===== src/rtl/fp32_accumulator.sv =====
// fp32_accumulator: multi-cycle FP32 running-sum accumulator (align, add, normalize, truncating)
module fp32_accumulator #(
  parameter int COUNT_W = 16
) (
  input  logic               clk,
  input  logic               rst,
  input  logic [31:0]        in_data,
  input  logic               in_valid,
  output logic               in_ready,
  input  logic               clear,
  output logic [31:0]        acc_out,
  output logic               sum_valid,
  output logic [COUNT_W-1:0] term_count,
  output logic               overflow
);
  typedef enum logic [1:0] {IDLE, ALIGN, ADD, NORM} state_t;
  state_t r_state;
  logic [31:0] r_acc, r_op;
  logic [26:0] r_ma, r_mb;
  logic [27:0] r_sum;
  logic [7:0] r_exp;
  logic r_sa, r_sb, r_sign, r_nan, r_inf, r_inf_s, r_sv, r_ovf;
  logic [COUNT_W-1:0] r_cnt;
  function automatic logic [4:0] lzc27(input logic [26:0] v);
    lzc27 = 5'd27;
    for (int i = 0; i < 27; i++) if (v[i]) lzc27 = 5'(26 - i);
  endfunction
  logic [7:0] w_ea, w_eb, w_diff;
  logic [26:0] w_ma_x, w_mb_x, w_small, w_shifted;
  logic w_a_big, w_a_nan, w_b_nan, w_a_inf, w_b_inf, w_nan, w_inf, w_inf_s;
  logic w_mag_ge, w_sign, w_zero, w_ovf;
  logic [27:0] w_sum;
  logic [4:0] w_lz;
  logic signed [9:0] w_exp_n;
  logic [22:0] w_frac;
  logic [31:0] w_result;
  // Align: decode both operands, pick the larger exponent, shift the other mantissa right
  always_comb begin
    w_ea = r_acc[30:23];
    w_eb = r_op[30:23];
    w_a_nan = (&w_ea) && (|r_acc[22:0]);
    w_b_nan = (&w_eb) && (|r_op[22:0]);
    w_a_inf = (&w_ea) && !(|r_acc[22:0]);
    w_b_inf = (&w_eb) && !(|r_op[22:0]);
    w_ma_x = (w_ea == 8'd0) ? 27'd0 : {1'b1, r_acc[22:0], 3'b000};
    w_mb_x = (w_eb == 8'd0) ? 27'd0 : {1'b1, r_op[22:0], 3'b000};
    w_a_big = w_ea >= w_eb;
    w_diff = w_a_big ? w_ea - w_eb : w_eb - w_ea;
    w_small = w_a_big ? w_mb_x : w_ma_x;
    w_shifted = (w_diff >= 8'd27) ? 27'd0 : w_small >> w_diff;
    w_nan = w_a_nan || w_b_nan || (w_a_inf && w_b_inf && (r_acc[31] != r_op[31]));
    w_inf = w_a_inf || w_b_inf;
    w_inf_s = w_a_inf ? r_acc[31] : r_op[31];
  end
  // Add: signed-magnitude sum; on differing signs the larger magnitude sets the sign
  always_comb begin
    w_mag_ge = r_ma >= r_mb;
    w_sum = (r_sa == r_sb) ? {1'b0, r_ma} + {1'b0, r_mb} : w_mag_ge ? {1'b0, r_ma - r_mb} : {1'b0, r_mb - r_ma};
    w_sign = (r_sa == r_sb || w_mag_ge) ? r_sa : r_sb;
  end
  // Normalize: carry shifts right, otherwise leading-zero shift left; truncate guard bits
  always_comb begin
    w_lz = lzc27(r_sum[26:0]);
    w_exp_n = r_sum[27] ? {2'b00, r_exp} + 10'd1 : {2'b00, r_exp} - {5'b00000, w_lz};
    w_frac = r_sum[27] ? r_sum[26:4] : 23'((r_sum[26:0] << w_lz) >> 3);
    w_zero = r_sum == 28'd0;
    w_ovf = !r_nan && !r_inf && !w_zero && (w_exp_n >= 10'sd255);
    w_result = r_nan ? 32'h7FC00000 : r_inf ? {r_inf_s, 31'h7F800000} :
               (w_zero || w_exp_n <= 10'sd0) ? 32'd0 :
               w_ovf ? {r_sign, 31'h7F800000} : {r_sign, w_exp_n[7:0], w_frac};
  end
  // Control FSM and datapath registers; clear wins over any in-flight step
  always_ff @(posedge clk or negedge rst) begin
    if (!rst) begin
      r_state <= IDLE;
      r_acc <= '0;
      r_op <= '0;
      r_ma <= '0;
      r_mb <= '0;
      r_sum <= '0;
      r_exp <= '0;
      r_sa <= 1'b0;
      r_sb <= 1'b0;
      r_sign <= 1'b0;
      r_nan <= 1'b0;
      r_inf <= 1'b0;
      r_inf_s <= 1'b0;
      r_sv <= 1'b0;
      r_ovf <= 1'b0;
      r_cnt <= '0;
    end else begin
      r_sv <= 1'b0;
      if (clear) begin
        r_acc <= '0;
        r_cnt <= '0;
        r_ovf <= 1'b0;
        r_state <= (r_state == IDLE && in_valid) ? ALIGN : IDLE;
        if (r_state == IDLE && in_valid) r_op <= in_data;
      end else begin
        case (r_state)
          IDLE: if (in_valid) begin
            r_op <= in_data;
            r_state <= ALIGN;
          end
          ALIGN: begin
            r_ma <= w_a_big ? w_ma_x : w_mb_x;
            r_mb <= w_shifted;
            r_sa <= w_a_big ? r_acc[31] : r_op[31];
            r_sb <= w_a_big ? r_op[31] : r_acc[31];
            r_exp <= w_a_big ? w_ea : w_eb;
            r_nan <= w_nan;
            r_inf <= w_inf;
            r_inf_s <= w_inf_s;
            r_state <= ADD;
          end
          ADD: begin
            r_sum <= w_sum;
            r_sign <= w_sign;
            r_state <= NORM;
          end
          default: begin
            r_acc <= w_result;
            r_sv <= 1'b1;
            r_cnt <= (&r_cnt) ? r_cnt : r_cnt + 1'b1;
            r_ovf <= r_ovf | w_ovf;
            r_state <= IDLE;
          end
        endcase
      end
    end
  end
  assign in_ready = r_state == IDLE;
  assign acc_out = r_acc;
  assign sum_valid = r_sv;
  assign term_count = r_cnt;
  assign overflow = r_ovf;
endmodule


===== config.mk =====
export PLATFORM = sky130hd
export DESIGN_NAME = fp32_accumulator
export DESIGN_NICKNAME = d
export VERILOG_FILES = /design/src/rtl/fp32_accumulator.sv
export SDC_FILE = /design/constraint.sdc
export NUM_CORES = 1
export LEC_CHECK = 0
export ABC_AREA = 1
export CAP_MARGIN = 20
export CORE_ASPECT_RATIO = 1.1
export CORE_MARGIN = 2
export CORE_UTILIZATION = 57
export CTS_BUF_LIST = sky130_fd_sc_hd__clkbuf_4 sky130_fd_sc_hd__clkbuf_8
export CTS_CLUSTER_DIAMETER = 120
export DETAILED_ROUTE_END_ITERATION = 8
export PLACE_DENSITY = 0.8
export SYNTH_ARGS = -nofsm -noshare
export SYNTH_HDL_FRONTEND = slang
export SYNTH_SLANG_ARGS = --single-unit
export TNS_END_PERCENT = 5

===== constraint.sdc =====
create_clock -name clk -period 4.5 [get_ports clk]
set_clock_uncertainty 0.2 [all_clocks]
set_input_delay 0.9 -clock clk [delete_from_list [all_inputs] [get_ports clk]]
set_output_delay 0.9 -clock clk [all_outputs]
set_load 0.005 [all_outputs]

## Word-level counts from Yosys, hierarchy flattened

Index checks and enable logic that the tools add are counted.
W data, S select, Z words.

| storage, ports and cells | value |
|---|---|
| flip-flop bits (word level) | 180 |
| input port bits | 36 |
| output and inout port bits | 51 |
| logic and storage cells | 140 |

| cells by class | value |
|---|---|
| $add $sub $neg | 8 |
| order comparisons | 5 |
| equal/unequal tests | 8 |
| shifts and indexed selects | 2 |
| multiplexer cells | 63 |
| bitwise logic cells | 2 |
| reduce and logical (&&, ||, !) cells | 36 |

Operators by type and width:

| kind | number |
|---|---|
| $mux W32 | 9 |
| $mux W27 | 6 |
| $mux W5 | 24 |
| $sub A27 B27 Y27 | 2 |
| $mux W16 | 3 |
| $reduce_or A23 Y1 | 2 |
| $mux W31 | 1 |
| $add A27 B27 Y28 | 1 |
| $logic_not A28 Y1 | 1 |
| $mux W28 | 1 |
| $ge A27 B27 Y1 | 1 |
| $shl A27 B5 Y26 | 1 |
| $shr A27 B8 Y27 | 1 |
| $mux W23 | 1 |
| $add A16 B1 Y16 const B | 1 |
| $logic_not A8 Y1 | 2 |
| $mux W8 | 2 |
| $reduce_and A16 Y1 | 1 |
| $reduce_and A8 Y1 | 2 |
| $sub A8 B8 Y8 | 2 |
| $ge A10 B9 Y1 const B | 1 |
| $le A10 B1 Y1 const B | 1 |
| $logic_and A1 B1 Y1 | 10 |
| $mux W1 | 10 |
| other kinds (23) | 38 |

## Longest topological paths before layout

Gate-level depths: netlist of run 1.

| depth | value |
|---|---|
| depth in word-level cells | 37 |
| gate-level depth with buffers | 46 |
| depth with buffers taken out | 44 |

## Least setup slack after synthesis of run 1

Ideal clock, no wire load.

| path | value |
|---|---|
| path type | register to register |
| from | register r_sum[1] |
| to | register r_acc[18], in the netlist acc_out[18] |
| setup time | 83 ps |
| arrival time | 4311 ps |
| required time | 4217 ps |
| setup slack | -94 ps |
| cell stages (with the launch flop) | 45 |
| buffers on the path | 2 |
| clock period less this slack | 4594 ps |
| cells stage by stage | dfrtp_1 -> inv_1 -> nand2_1 -> nand2_1 -> nand2_1 -> nand2_1 -> nand2_1 -> nand2_1 -> nand2_1 -> nand2_1 -> nand2_1 -> nand2_1 -> nand2_1 -> nand2_1 -> nand2_1 -> nand2_1 -> nand2_1 -> nand2_1 -> (+9 left out) -> fa_1 -> o31ai_1 -> inv_1 -> nor2_1 -> nor4_1 -> a31oi_1 -> xor2_1 -> nor4_1 -> nand4_1 -> nand2_1 -> nand3_2 -> nand2_1 -> nor2_2 -> inv_1 -> buf_2 -> a21oi_1 -> nand2_1 -> o21ai_0 |

| on the way | value |
|---|---|
| cells in the longest elaborated chain, start to end | 36 |
| elaborated cells between the ends (all ways) | 43 |
| classes of those cells | 1 x add/sub; 2 x order compare; 1 x shift; 34 x mux; 5 x reduce/logical |

RTL lines:

| what | RTL line | text |
|---|---|---|
| start, declared | 20 | `logic [27:0] r_sum;` |
| start signal, assigned | 117 | `r_sum <= w_sum;` |
| $mux W2 (2 in series) | 26 | `for (int i = 0; i < 27; i++) if (v[i]) lzc27 = 5'(26 - i);` |
| $mux W5 (24 in series) | 26 |  |
| $sub A8 B5 Y9 | 64 | `w_exp_n = r_sum[27] ? {2'b00, r_exp} + 10'd1 : {2'b00, r_exp} - {5'b00000, w_lz};` |
| $mux W10 | 64 |  |
| $ge A10 B9 Y1 | 67 | `w_ovf = !r_nan && !r_inf && !w_zero && (w_exp_n >= 10'sd255);` |
| $logic_and A1 B1 Y1 | 67 |  |
| $mux W31 | 70 | `w_ovf ? {r_sign, 31'h7F800000} : {r_sign, w_exp_n[7:0], w_frac};` |
| $mux W32 (*) | 69 | `(w_zero \|\| w_exp_n <= 10'sd0) ? 32'd0 :` |
| $mux W32 (*) (2 in series) | 68 | `w_result = r_nan ? 32'h7FC00000 : r_inf ? {r_inf_s, 31'h7F800000} :` |
| $mux W32 (*) | 100 | `case (r_state)` |
| $mux W32 (*) | 93 | `if (clear) begin` |
| end signal, assigned | 122 | `r_acc <= w_result;` |
| end, declared | 18 | `logic [31:0] r_acc, r_op;` |

Every way passes the cells marked *; elsewhere a longest branch is shown, timed or not. The select of a mux whose other input is x is not followed.
A chain may end at the register's enable or synchronous reset.

## Final worst setup path of run 1

| path | value |
|---|---|
| from | register r_sum[1] |
| to | register r_acc[19], in the netlist acc_out[19] |

Same word-level chain as after synthesis.

==> results of run 1 <==
[placed cells by master, fill, tap and decap left out, types with 42 or more instances in the layout]
cell | Yosys | routed
a21oi_1 | 218 | 214
nand3_1 | 155 | 154
clkdlybuf4s50_1 | 0 | 85
ha_1 | 98 | 97
nand2_1 | 535 | 533
o21ai_0 | 241 | 229
dfrtp_1 | 177 | 177
o22ai_1 | 42 | 42
nor2_1 | 158 | 155
inv_1 | 279 | 276
buf_4 | 5 | 67
[cell usage after synthesis (2+ instances only)]
cell      instances
inv_1           279
a211oi_1          3
nor3b_1           2
buf_1             6
nor2_1          158
clkinv_1          4
o211ai_1         29
mux2_2            8
xnor2_1           3
o221ai_1          3
nand3_2           2
o31ai_1           3
o311ai_0          2
buf_4             5
mux2i_1           3
a21oi_1         218
a221oi_1          2
nand2_2           2
xor2_1           38
nand4_1          24
o22ai_1          42
nor4_1           16
dfrtp_1         177
a21o_1            3
a22oi_1           3
o21bai_1          5
o21ai_0         241
nand2_1         535
fa_1              5
a31oi_1          12
a21boi_0          5
buf_2            11
nor3_1           21
clkbuf_1         79
or2_2             4
nand3_1         155
o21ai_1          17
o21a_1            7
ha_1             98
inv_2             4
[power groups by stage]
stage | clock [mW] | combinational, mW | sequential, mW
floorplan | 0 | 7.07 | 2.53
global placement | 0 | 10.2 | 2.68
detailed placement | 0 | 10.2 | 2.70
CTS | 1.20 | 10.4 | 2.67
global route | 1.27 | 11.9 | 2.75
finish | 1.20 | 10.9 | 2.70
[registers in the layout (all words and copies together) (netlist names), 2 cells and up]
signal	cells
r_exp	8
acc_out	32
r_mb	27
r_state	2
r_op	32
r_ma	24
term_count	16
r_sum	28
[logic make-up after synthesis]
group / share of synthesized area [%]
and+or+nand+nor: 25.8
AOI/OAI and AO/OA: 22.2
buffers and inverters: 10.1
DFF: 29.7
adders and majority gates: 8.90
xor gates and xnor gates: 2.52
muxes: 0.806
[worst paths after layout]
| check | cells after the start | to | start |
|---|---|---|---|
| max | 43 | acc_out[19] | r_sum[1] |
| min | 1 | r_sum[22] | rst |
| max reg2reg | 43 | acc_out[19] | r_sum[1] |
| min reg2reg | 1 | overflow | overflow |
| max in group asynchronous | 2 | r_op[8] | rst |
| min in group clk | 1 | overflow | overflow |
[metal layers]
metal,wire length (um),part of all wire [%]
met1,22000,41
met2,24200,45
met3,4970,9.2
met4,3010,5.6
met5,0,0
[worst max-delay path: cells and delay by family, from the launching register on]
family          cells  cell delay, ps
xor+xnor            1             260
fa+ha+maj           2             530
buf+inv             5             530
flops               1             390
simple gates       32            1990
compound gates      3             450
[area by class of cell]
cell class	count	area [sq um]
tap	352	440
timing repair buffer	158	1430
clock buffer	17	234
sequential	177	4430
clock inverter	15	199
fill	2402	8980
inverter	287	1080
multi-input combinational	1685	9110
[through the flow]
step / setup TNS, ps / hold WS (ps)
after CTS: 0 / 217
after detailed placement: -1300 / 288
after floorplan: 0 / 250
final: 0 / 174
after global routing: -10250 / 238
after global placement: 0 / 277
[repair_timing]
item,CTS,global route
setup buffers,4,5
gates resized for setup,11,30
pin swaps,7,13
endpoints found under the setup margin,29,55
==> key figures, run 1 <==
Layout
  • N_diodes: 0
  • Post-route core utilization: roughly 65%
  • Post-layout instance area: about 0.017 sq mm
  • Area Growth Syn to Fin: 13.5%
  • Layout cell share with drive strength beyond 1: around 6.5%
  • Nets: about 2500
  • Post-route insts no fill: roughly 2700

Clock tree
  • CTS tree: done
  • Reg clk slew, reported paths: around 130 ps
  • CTS sink cnt: 177
  • TritonCTS buffer count: 17
  • Clock Latency Late Sink: approximately 500 ps
  • Root Buffer Master: clkbuf_8
  • Hold-fix buffers, CTS: 0
  • Clock buffer depth: 2
  • H-tree levels: 4

Setup path
  • Maximum fanout along the worst path: 8
  • Worst path slowest cell: dfrtp_1
  • Worst setup path category: register to register
  • CP Data Required Time: 4700 ps
  • R2R setup slack: approximately 43 ps
  • Max incr delay on CP: 390 ps
  • Critical Path AT: around 4700 ps
  • Crit-path most repeated cell: nand2_1
  • Crit path capture type: register
  • Type of origin of the critical path: register

Route
  • Post-route ant nets: 0
  • Via count: ~16000
  • Pre-Repair DR Iteration Count: 6
  • Detailed Route WL: around 54000 um
  • Initial DRC Count: ~2200
  • DR vias/cell: ~6.1
  • Post-DR wirelength/cell: about 20 um
  • Drt drc: 0

Synth
  • Yosys top cell by area: dfrtp_1
  • Net Count, Synth: around 2400
  • Synthesized area per cell: between 6 and 7 sq um
  • Post-synthesis sequential area ratio: between 20% and 30%
  • Mapped Area: roughly 0.015 sq mm
  • Post-synthesis cell type count: 57
  • Number of flops mapped to enable cells by yosys: 0
  • Post-synth top area share: 29.7%
  • Ys async rst share: between 90% and 100%
  • Gate Count Post-Synth: 2251
  • Yosys warnings: 0
  • Synth area leaders: dfrtp_1, nand2_1, ha_1, o21ai_0, a21oi_1
  • Top FF cell, synth: dfrtp_1
  • Yosys reg bits: ~180

Power
  • Worst vdd ir: around 0.00044 V
  • Sw Ratio: 59.2%
  • Combinational share of power: between 70% and 80%
  • P_sw: 8.79 mW
  • Pwr Density: approximately 880 mW/mm^2
  • Internal Pwr Total: about 6 mW
  • Clock share of power: under 10%
  • Sequential Power Share: a little under a fifth
  • Leakage Power: 8.15 nW
  • Total power: 14.8 mW

Placed design
  • Cell count after placement: between 2000 and 3000
  • DP Worst Slack: -134 ps
  • HPWL Detailed: 42000 um
  • # port buffers: 86
  • Post-DP Area: ~0.016 sq mm
  • GPL Wtd Cong: 1.03

Timing
  • Fmax: about 220 MHz
  • Final setup vio count: 0
  • Crit path time final: between 4000 and 5000 ps
  • Final Hold Viols: 0
  • Setup ws final: 43.0 ps
  • Unrepaired setup endpoints after global routing: yes
  • Final worst path period share: between 90 and 100%
  • Worst slew pin tran: between 900 and 1000 ps
  • Final slew viol count: 0
  • Slew margin rel.: approximately 36%

GRT
  • Largest net degree at the start of global routing: about 100
  • First-pass GRT wire length: roughly 84000 um
  • Initial antenna violation count: 0
  • GRT overflow: 0
  • GR Util All Layers: a little under 40%
  • Met1 Use GR: approximately 54%
  • M2 GR Usage: ~61%
  • Vias in the first global route: about 15000
  • Met3 usage: ~7.0%
  • GR peak layer: met2

Job
  • Max-cap violations: 0

Run status
  • Status: completed

Die
  • Starting Density: 57.5%
  • Num rows: 62
  • Die height: 174 um
  • Die area: around 0.027 sq mm
  • Top Ports: 87
  • Die X: roughly 160 um
  • Core Box Area: between 0.02 and 0.03 sq mm

Worst hold path
  • Worst Hold Class: primary input to asynchronous set/reset pin
(Power assumes the default switching activity.)
==> run 2: changes to the inputs <==
--- a/config.mk
+++ b/config.mk
@@ -13,6 +13,7 @@
 export CTS_BUF_LIST = sky130_fd_sc_hd__clkbuf_4 sky130_fd_sc_hd__clkbuf_8
 export CTS_CLUSTER_DIAMETER = 120
 export DETAILED_ROUTE_END_ITERATION = 8
+export GPL_ROUTABILITY_DRIVEN = 0
 export PLACE_DENSITY = 0.8
 export SYNTH_ARGS = -nofsm -noshare
 export SYNTH_HDL_FRONTEND = slang
==> key figures, run 2 (synthesized netlist as in run 1, its figures left out) <==
Run status
  • Status: finished, violations left
  • Failing checks: negative setup slack

Layout
  • Most common cell after layout, fill and taps aside: nand2_1
  • Area Growth Syn to Fin: 13.2%
  • Nets: around 2500
  • Commonest cells after routing, fill and taps aside: nand2_1, inv_1, o21ai_0, a21oi_1, dfrtp_1
  • Layout cell share with drive strength beyond 1: between 5 and 6%
  • N_diodes: 0
  • Fillers: ~2400

Power
  • Internal Pwr Total: just over 6 mW
  • Combinational share of power: 72.4%
  • Pwr Density: 869 mW/mm^2
  • Sw Ratio: between 50% and 60%
  • Leakage Power: between 8 and 9 nW
  • Worst vdd ir: between 0.0005 and 0.0006 V
  • Sequential Power Share: 18.5%
  • Total power: between 10 and 15 mW
  • P_sw: roughly 8.4 mW
  • Clock share of power: about 9.0%

Clock tree
  • Reg clk slew, reported paths: ~100 ps
  • Hold-fix buffers, CTS: 0
  • TritonCTS buffer count: 17
  • Clock buffer depth: 2
  • H-tree levels: 4
  • CTS sink cnt: between 150 and 200
  • Clock Latency Late Sink: around 500 ps
  • Root Buffer Master: clkbuf_8
  • CTS tree: done

GRT
  • GR Util All Layers: a little under two fifths
  • Largest net degree at the start of global routing: 77
  • Initial antenna violation count: 1
  • First-pass GRT wire length: slightly above 80000 um
  • GRT overflow: 0
  • Vias in the first global route: around 16000

Die
  • Die area: about 0.027 sq mm
  • Die height: 174 um
  • Starting Density: 57.5%
  • Die X: 158 um
  • Core Box Area: approximately 0.026 sq mm
  • Num rows: 62
  • Top Ports: between 80 and 90

Route
  • Post-DR wirelength/cell: slightly below 20 um
  • Detailed Route WL: ~52000 um
  • Initial DRC Count: 2193
  • DR vias/cell: between 6 and 7
  • Drt drc: 0
  • Via count: 16642
  • Pre-Repair DR Iteration Count: 7
  • Post-route ant nets: 0

Setup path
  • Worst path slowest cell: dfrtp_1
  • Worst setup path category: register to register
  • R2R setup slack: -40 ps
  • Worst R2R Start: r_sum[5]
  • Maximum fanout along the worst path: 7
  • Cells on worst reg2reg path: 41
  • Reg-to-Reg End: acc_out[10]
  • Max incr delay on CP: around 430 ps
  • Critical Path AT: between 4000 and 5000 ps
  • Crit path capture type: register
  • Crit path from: r_sum[5]
  • CP Data Required Time: about 4700 ps
  • Type of origin of the critical path: register
  • Crit-path most repeated cell: nand2_1

Timing
  • Unrepaired setup endpoints after global routing: yes
  • Slew margin rel.: 38.5%
  • Final slew viol count: 0
  • Setup ws final: -36.6 ps
  • Final worst path period share: 101%
  • Worst slew pin tran: approximately 920 ps
  • Final setup vio count: 15
  • Fmax: around 220 MHz
  • Final Hold Viols: 0
  • Crit path time final: around 4500 ps
  • Setup tns final: -170 ps

Placed design
  • HPWL Detailed: approximately 40000 um
  • # port buffers: 86

Worst hold path
  • Worst Hold Class: primary input to asynchronous set/reset pin

Job
  • Max-cap violations: 0
[run 2: cell count changes in the layout (fill, tap and decap cells not counted), sizes merged]
cell,change
clkinv,-3
bufinv,+5
clkbuf,+2
inv,-4
buf,-10
clkinvlp,+1
[run 2: what timing repair did]
| action | CTS | global route |
|---|---|---|
| setup buffers | 0 | 6 |
| setup endpoints to repair | 0 | 47 |
| resized for setup | 0 | 22 |
[run 2: power groups by stage]
stage | sequential, mW | clock [mW] | combinational, mW
global route | 2.77 | 1.38 | 11.6
global placement | 2.69 | 0 | 9.79
CTS | 2.68 | 1.32 | 10.0
floorplan | 2.53 | 0 | 7.07
finish | 2.72 | 1.32 | 10.6
detailed placement | 2.71 | 0 | 9.97
[run 2: stage by stage]
stage | setup WS, ps | hold slack (ps) | utilization [%] | instance area (sq um) | std cells
after detailed placement | 78.0 | 283 | 62.7 | 16300 | 2642
after global placement | 134 | 280 | 62.7 | 16300 | 2642
final | -36.6 | 221 | 65.1 | 16900 | 2682
after global routing | -438 | 269 | 65.1 | 16900 | 2682
after CTS | 12.4 | 247 | 64.5 | 16700 | 2674
after floorplan | 7.42 | 250 | - | 14900 | 2251
[run 2: how the worst max path moves through the flow]
stage                        endpoint  slack (ps)  depth (start not counted)
after CTS                  acc_out[4]          10                         41
after floorplan           acc_out[18]           7                         44
final                     acc_out[10]         -40                         41
after global placement     acc_out[3]         130                         43
after detailed placement   acc_out[5]          80                         41
after global routing      acc_out[16]        -440                         41
[run 2: worst max-delay path, delay by kind of cell, from the launching register on]
family	cells	cell delay [ps]
AND/OR/NAND/NOR	31	2310
adder cells (fa/ha/maj)	2	510
AO/OA/AOI/OAI	4	510
flip-flops	1	430
buffers and inverters	3	340
XOR/XNOR	1	120
[run 2: layout make-up]
class / instances / area (sq um) / area share, %
multi-input combinational: 1685 / 9070 / 53.7
inverter: 287 / 1080 / 6.40
sequential: 177 / 4430 / 26.2
clock buffer: 18 / 241 / 1.43
tap: 352 / 440 / 2.61
clock inverter: 14 / 224 / 1.33
timing repair buffer: 149 / 1400 / 8.28
[run 2: layer usage]
layer  wire length (um)  vias to the layer above  global-route usage, %
li1                   -                     7616                      -
met1              19600                     7611                   48.1
met2              23400                     1137                   58.6
met3               5100                      276                   7.58
met4               4090                        2                   23.8
met5                  9                        -                      0
